**config.mk**
```make
export PLATFORM = sky130hd
export DESIGN_NAME = uart_frame_packer_flat
export DESIGN_NICKNAME = d
export VERILOG_FILES = /design/src/rtl/uart_frame_packer_if.sv /design/src/rtl/uart_frame_packer.sv /design/src/flat_wrapper.sv
export SDC_FILE = /design/constraint.sdc
export NUM_CORES = 1
export LEC_CHECK = 0
export CORE_MARGIN = 8
export CORE_UTILIZATION = 44
export DETAILED_ROUTE_END_ITERATION = 10
export PLACE_DENSITY = 0.69
export SLEW_MARGIN = 20
export SYNTH_ARGS = -nofsm -noshare
export SYNTH_HDL_FRONTEND = slang
export SYNTH_SLANG_ARGS = --single-unit
export TNS_END_PERCENT = 100
```
**constraint.sdc**
```tcl
create_clock -name clk -period 2.9 [get_ports clk]
set_input_delay 0.58 -clock clk [delete_from_list [all_inputs] [get_ports clk]]
set_output_delay 0.58 -clock clk [all_outputs]
set_load 0.02 [all_outputs]
```
**src/rtl/uart_frame_packer_if.sv**
```systemverilog
// rtl/uart_frame_packer_if.sv - word-in / byte-out bus between dB converter, packer and UART FIFO
interface uart_frame_packer_if #(
    parameter int DW = 16
);
    logic [DW-1:0] data_i;
    logic          valid_i;
    logic          ready_o;
    logic          fifo_full_i;
    logic [7:0]    data_o;
    logic          wr_en_o;
    logic          busy_o;
    logic [7:0]    seq_o;
    logic [7:0]    drop_count_o;

    // Packer side
    modport slave (
        input  data_i, valid_i, fifo_full_i,
        output ready_o, data_o, wr_en_o, busy_o, seq_o, drop_count_o
    );

    // Source / FIFO side
    modport master (
        output data_i, valid_i, fifo_full_i,
        input  ready_o, data_o, wr_en_o, busy_o, seq_o, drop_count_o
    );
endinterface

```
**src/rtl/uart_frame_packer.sv**
```systemverilog
// rtl/uart_frame_packer.sv - serialises dB power words into SYNC/SEQ/DATA/CSUM byte frames
module uart_frame_packer #(
    parameter int         DW        = 16,
    parameter logic [7:0] SYNC_BYTE = 8'hA5,
    localparam int        NBYTES    = DW / 8
) (
    input  logic               clk,
    input  logic               rst,
    uart_frame_packer_if.slave bus
);
    typedef enum logic [2:0] {
        S_IDLE,
        S_SYNC,
        S_SEQ,
        S_DATA,
        S_CSUM
    } state_t;

    // Byte index never exceeds 3 (DW <= 32)
    localparam logic [1:0] LAST_IDX = 2'(NBYTES - 1);

    state_t        r_state;
    logic [DW-1:0] r_word;
    logic [1:0]    r_idx;
    logic [7:0]    r_csum;
    logic [7:0]    r_seq;
    logic [7:0]    r_drop;

    logic [DW-1:0] w_shift;
    logic [7:0]    w_byte;
    logic          w_wr;

    // Current data byte is always the top byte after shifting out the ones already sent
    assign w_shift = r_word << {r_idx, 3'b000};

    // Byte to present, selected purely from registered state so valid_i never reaches data_o
    always_comb begin
        w_byte = 8'h00;
        case (r_state)
            S_SYNC:  w_byte = SYNC_BYTE;
            S_SEQ:   w_byte = r_seq;
            S_DATA:  w_byte = w_shift[DW-1 -: 8];
            S_CSUM:  w_byte = r_csum;
            default: w_byte = 8'h00;
        endcase
    end

    assign w_wr             = (r_state != S_IDLE) && !bus.fifo_full_i;
    assign bus.wr_en_o      = w_wr;
    assign bus.data_o       = w_byte;
    assign bus.ready_o      = (r_state == S_IDLE);
    assign bus.busy_o       = (r_state != S_IDLE);
    assign bus.seq_o        = r_seq;
    assign bus.drop_count_o = r_drop;

    // Frame FSM: capture in IDLE, advance one byte per accepted FIFO write, count drops while busy
    always_ff @(posedge clk or posedge rst) begin
        if (rst) begin
            r_state <= S_IDLE;
            r_word  <= '0;
            r_idx   <= 2'd0;
            r_csum  <= 8'h00;
            r_seq   <= 8'h00;
            r_drop  <= 8'h00;
        end else begin
            if (bus.valid_i && (r_state != S_IDLE) && (r_drop != 8'hFF)) begin
                r_drop <= r_drop + 8'h01;
            end
            case (r_state)
                S_IDLE: begin
                    if (bus.valid_i) begin
                        r_word  <= bus.data_i;
                        r_csum  <= 8'h00;
                        r_idx   <= 2'd0;
                        r_state <= S_SYNC;
                    end
                end
                S_SYNC: begin
                    if (w_wr) begin
                        r_state <= S_SEQ;
                    end
                end
                S_SEQ: begin
                    if (w_wr) begin
                        r_csum  <= r_csum + w_byte;
                        r_idx   <= 2'd0;
                        r_state <= S_DATA;
                    end
                end
                S_DATA: begin
                    if (w_wr) begin
                        r_csum <= r_csum + w_byte;
                        if (r_idx == LAST_IDX) begin
                            r_state <= S_CSUM;
                        end else begin
                            r_idx <= r_idx + 2'd1;
                        end
                    end
                end
                S_CSUM: begin
                    if (w_wr) begin
                        r_seq   <= r_seq + 8'h01;
                        r_state <= S_IDLE;
                    end
                end
                default: r_state <= S_IDLE;
            endcase
        end
    end
endmodule
```
**src/flat_wrapper.sv**
```systemverilog
// flat-port wrapper written by rule: the top's interface ports become plain ports
module uart_frame_packer_flat 
#(
    parameter int         DW        = 16,
    parameter logic [7:0] SYNC_BYTE = 8'hA5,
    localparam int        NBYTES    = DW / 8
)
  (clk, rst, bus_data_i, bus_valid_i, bus_fifo_full_i, bus_ready_o, bus_data_o, bus_wr_en_o, bus_busy_o, bus_seq_o, bus_drop_count_o);
  uart_frame_packer_if #(.DW(DW)) bus_i ();
  input  logic clk;
  input  logic rst;
  input wire logic [$bits(bus_i.data_i)-1:0] bus_data_i;
  input wire logic [$bits(bus_i.valid_i)-1:0] bus_valid_i;
  input wire logic [$bits(bus_i.fifo_full_i)-1:0] bus_fifo_full_i;
  output wire logic [$bits(bus_i.ready_o)-1:0] bus_ready_o;
  output wire logic [$bits(bus_i.data_o)-1:0] bus_data_o;
  output wire logic [$bits(bus_i.wr_en_o)-1:0] bus_wr_en_o;
  output wire logic [$bits(bus_i.busy_o)-1:0] bus_busy_o;
  output wire logic [$bits(bus_i.seq_o)-1:0] bus_seq_o;
  output wire logic [$bits(bus_i.drop_count_o)-1:0] bus_drop_count_o;
  assign bus_i.data_i = bus_data_i;
  assign bus_i.valid_i = bus_valid_i;
  assign bus_i.fifo_full_i = bus_fifo_full_i;
  assign bus_ready_o = bus_i.ready_o;
  assign bus_data_o = bus_i.data_o;
  assign bus_wr_en_o = bus_i.wr_en_o;
  assign bus_busy_o = bus_i.busy_o;
  assign bus_seq_o = bus_i.seq_o;
  assign bus_drop_count_o = bus_i.drop_count_o;
  uart_frame_packer #(.DW(DW), .SYNC_BYTE(SYNC_BYTE)) u_core (.clk(clk), .rst(rst), .bus(bus_i));
endmodule
```
[Yosys cells after proc, flatten, opt, wreduce, memory -nomap -nowiden]
Cells that the tools add are included.
Storage, ports and cells
  register bits after elaboration: 45
  bits of input ports: 20
  word-level logic and storage cells: 55
Operators by class
  $add $sub $neg: 4
  equal/unequal tests: 14
  shift operators: 1
  mux-type cells: 16
  reductions and logical operators: 14
Operator list (count)
  $pmux 8 s4: 1
  $mux 3: 6
  $add 8x1->8 const B: 2
  $mux 8: 2
  $pmux 8 s2: 1
  $shl 16x5->16: 1
  $pmux 3 s5: 1
  $ne 2x2->1 const B: 6
  $add 8x8->8: 1
  $mux 2: 4
  $ne 8x8->1 const B: 1
  $eq 3x2->1 const B: 2
  $pmux 2 s3: 1
  $reduce_and 6->1: 1
  $reduce_bool 3->1: 2
  $reduce_and 5->1: 1
  $ne 2x1->1 const B: 2
  $reduce_and 2->1: 2
  $eq 3x1->1 const B: 1
  $eq 3x3->1 const B: 1
  $logic_and 1x1->1: 3
  $logic_not 3->1: 1
  $reduce_and 3->1: 1
  $add 2x1->2 const B: 1
  4 further kinds: 4

[Depth between registers and ports, before layout]
Gate-level depths: netlist of run 1.
  depth in word-level cells: 5
  depth in mapped cells: 11

[Least setup slack after synthesis of run 1]
No wires, ideal clock.
  kind: register -> register
  start: register u_core.r_state[2]
  end: register u_core.r_csum[7]
  library setup time: 0.079 ns
  data arrival time: 2.779 ns
  required time: 2.821 ns
  path slack: 0.041 ns
  stages on the path, launching flop included: 11
  path through: dfrtp_1 > clkbuf_1 > nor2b_1 > a22oi_1 > o22ai_1 > ha_1 > a211oi_1 > o211ai_1 > a21oi_1 > mux2i_1 > mux2i_1
On the way
  cells in the longest elaborated chain, start to end: 5
  elaborated cells on any way between the ends: 16
Ends and longest elaborated chain
  start, declared: line uart_frame_packer.sv:22  | state_t r_state;
  start signal, assigned: line uart_frame_packer.sv:59  | r_state <= S_IDLE;
  start signal, assigned: line uart_frame_packer.sv:75  | r_state <= S_SYNC;
  start signal, assigned: line uart_frame_packer.sv:80  | r_state <= S_SEQ;
  $eq 3x3->1, or another cell as far along: line uart_frame_packer.sv:39  | case (r_state)
  $pmux 8 s4 *: line uart_frame_packer.sv:39
  named net bus_data_o[1]: line flat_wrapper.sv:16  | output wire logic [$bits(bus_i.data_o)-1:0] bus_data_o;
  $add 8x8->8 *: line uart_frame_packer.sv:85, uart_frame_packer.sv:92
  $mux 8 *: line uart_frame_packer.sv:84, uart_frame_packer.sv:91
  $pmux 8 s2 *: line uart_frame_packer.sv:69  | case (r_state)
  end signal, assigned: line uart_frame_packer.sv:85  | r_csum <= r_csum + w_byte;
  end signal, assigned: line uart_frame_packer.sv:92  | r_csum <= r_csum + w_byte;
  end, declared: line uart_frame_packer.sv:25  | logic [7:0] r_csum;
The timed path passes the listed nets; every way through them passes the cells marked *. The select of a mux whose other input is x is not followed.
A chain may end at the register's enable or synchronous reset.

[Worst setup path after layout of run 1]
  start: register u_core.r_state[0]
  end: output bus_data_o[0]
On the way
  cells in the longest elaborated chain, start to end: 2
  elaborated cells on any way between the ends: 5
Ends and longest elaborated chain (line)
  $eq 3x3->1, or another cell as far along: uart_frame_packer.sv:39
  $pmux 8 s4 *: uart_frame_packer.sv:39
  end, declared: flat_wrapper.sv:16
Every way passes the cells marked *; elsewhere a longest branch is shown, timed or not.

==> summary.txt, run 1 <==
first-pass GRT wire length = 9.34 mm
DP Cell Count = 334
standard-cell row count = 27
Final WS setup = 0.0902 ns
drt drc = 0
unrepaired setup endpoints after global routing = false
# H-tree levels = 2
initial antenna violation count = 0
clk sinks = 45
ys flop type = dfrtp_1
gp weighted congestion = 0.875
register area share after synthesis = 45.1%
outcome = finished, final reports clean
Setup WS pre-CTS = 0.160 ns
Die Y = 91.3 um
Setup crit start kind = flop
Async S/R FF share, synth = 100%
Routed Wire Length = 5.44 mm
CP max-delay cell = clkdlybuf4s50_1
Finish-stage setup viols = 0
number of synthesized flops with an enable pin = 0
All-Layer GR Usage = 13.7%
Final Cycle Share = 96.9%
clock root buffer = clkbuf_8
n_diodes = 0
Crit path largest cell delay = 0.70 ns
worst skew pair latency = 0.30 ns
CP Capture Type = output pin
post-synth net total = 253
core footprint = 5510 um2
maxcap violations = 0
maximum VDD drop = 0.000494 V
area grow syn2layout = 25.4%
grt ovf = 0
CP Max Fanout = 8
DP Wirelength = 4.09 mm
number of post-CTS setup repair buffers = 0
critical path class = flop to output pin
cell area after synthesis = 2490 um2
most frequent cells in the layout = clkdlybuf4s50_1 (45), dfrtp_1 (43), nand2_1 (18)
1st-iter DRT viols = 90
Clock Path Buffers = 2
final total power = 3.27 mW
vias = 1829
DRT antenna net count = 0
Worst-Margin Slew = 0.570 ns
Cell Area, Placed = 3010 um2
top cells by area, synth = dfrtp_1 (45%), mux2_4 (7.2%), ha_1 (5.0%)
Nets = 300
max_slew headroom = 62.0%
Seq cells post-synth = 45
critical path, cell by cell = buf_4, nor3b_2, nand2_1, o221ai_1, clkdlybuf4s50_1
crit-path leading delay family = buffers and inverters
Synth Instances = 222
Avg Cell Area, Syn = 11.2 um2
Starting Density = 45.3%
Die ar. = 8340 um2
clock-pin slew of the registers on the worst-case setup and hold paths = 0.08 ns
Leak = 1.40 nW
number of port buffers = 46
commonest non-fill, non-tap cell in the layout = clkdlybuf4s50_1
fin util = 56.8%
vias in the first global route = 1871
min Tclk post-route = 2.81 ns
Die Wd = 91.3 um
layout cells sized above 1 = 14.4%
Min-Delay Path Class = flop to flop
CTS tree = yes
drt first pass iters = 4
final design area excluding fillers = 3130 um2
cts bufs inserted = 5
CP bufs+invs = 2
CP required = 2.32 ns
largest net degree at the start of global routing = 46
fin. max-slew vios = 0
Pwr Density = 1040 nW/um2
DR WL/cell = 15.9 um
Netlist cell types = 46
Fmax = 356 MHz
worst endpoint data arrival time = 2.23 ns
Non-Filler Instances = 342
Clock Skew = 0.00882 ns
Fin. Hold Viols = 0
area leader, netlist = dfrtp_1
YS warnings = 0
Synth top area share = 45.1%
# IOs = 47
vias per cell = 5.35
-- stage by stage --
step / setup TNS (ns) / hold slack [ns]
after floorplan: 0 / 0.445
after global placement: 0 / 0.484
after detailed placement: 0 / 0.497
after CTS: -0.0620 / 0.510
after global routing: 0 / 0.533
final: 0 / 0.514
-- cells in the mapped netlist, types with 2 or more instances --
master    instances
nand2_1          18
buf_2             5
o211ai_1          2
nor2_1            5
ha_1             10
inv_1             7
nand4_1           5
buf_6             2
a22oi_1           4
nor3b_1           3
mux2_4           12
nor2b_1           6
a21oi_1          11
mux2i_1          11
xor2_1            4
xnor2_1          14
nand3_1           6
a21o_1            2
o22ai_1           4
dfrtp_1          45
o221ai_1          3
mux2_2            5
o21ai_0          11
and3_1            5
-- worst reg2reg max path: stages (launching register included) --
cell and delay [ns]:
dfrtp_1 0.48, buf_4 0.21, nor3b_2 0.31, nand2_1 0.11, o221ai_1 0.12, ha_1 0.34, o211ai_1 0.22, o211ai_1 0.13
a21oi_1 0.19, mux2i_1 0.23, mux2i_1 0.20
-- cell families after synthesis --
| kind of cell | Yosys count | share of synthesized area, % |
|---|---|---|
| multiplexers | 29 | 14.3 |
| XOR/XNOR | 18 | 6.32 |
| adder cells (fa/ha/maj) | 11 | 5.82 |
| AND/OR/NAND/NOR | 57 | 12.7 |
| buffers and inverters | 17 | 3.46 |
| flip-flops | 45 | 45.1 |
| AO/OA/AOI/OAI | 45 | 12.2 |
-- sequential cells by signal, summed over array words and instances (netlist names) --
name                     flops
u_core.r_word               16
u_core.bus.seq_o             8
u_core.r_state               3
u_core.r_csum                8
u_core.r_idx                 2
u_core.bus.drop_count_o      8
-- power by group --
group | switching, mW | internal (mW) | leakage [nW]
Clock | 0.213 | 0.216 | 0.0542
Combinational | 0.847 | 0.867 | 0.781
Sequential | 0.253 | 0.874 | 0.564
-- cell type report --
cell class,instances,area [um2]
clock buffers,7,96.3
well taps,72,90.1
multi-input cells,160,1290
repair buffers,49,485
flip-flops and latches,45,1130
inverters,8,30.0
fillers,488,2380
clock inverters,1,5.00
-- routing by layer --
metal	vias up	share of wire (%)	track usage [%]
li1	896	-	-
met1	887	48	17.6
met2	39	47	21.7
met3	7	3.8	3.87
met4	0	1.1	4.09
met5	-	0	0
-- timing repair --
action / 4_1_cts / 5_1_grt
hold buffers: 0 / 0
setup endpoints to repair: 2 / 9
resized for setup: 0 / 5
-- path summary, 6_finish.rpt --
check,startpoint,to,slack (ns),cells after the start
max,u_core.r_state[0],bus_data_o[0],0.09,5
min,u_core.r_word[4],u_core.r_word[4],0.51,1
max reg2reg,u_core.r_state[0],u_core.r_csum[7],0.29,10
min reg2reg,u_core.r_word[4],u_core.r_word[4],0.51,1
max in group asynchronous,rst,u_core.r_state[1],1.77,3
min in group asynchronous,rst,u_core.bus.drop_count_o[7],0.72,3
Power figures use the tool's default switching activity.
==> inputs of run 2 (changes only) <==
Settings changed: CAP_MARGIN set to 20.
==> results of run 2 <==
The final DEF is identical to that of run 1; final timing and power are the same.
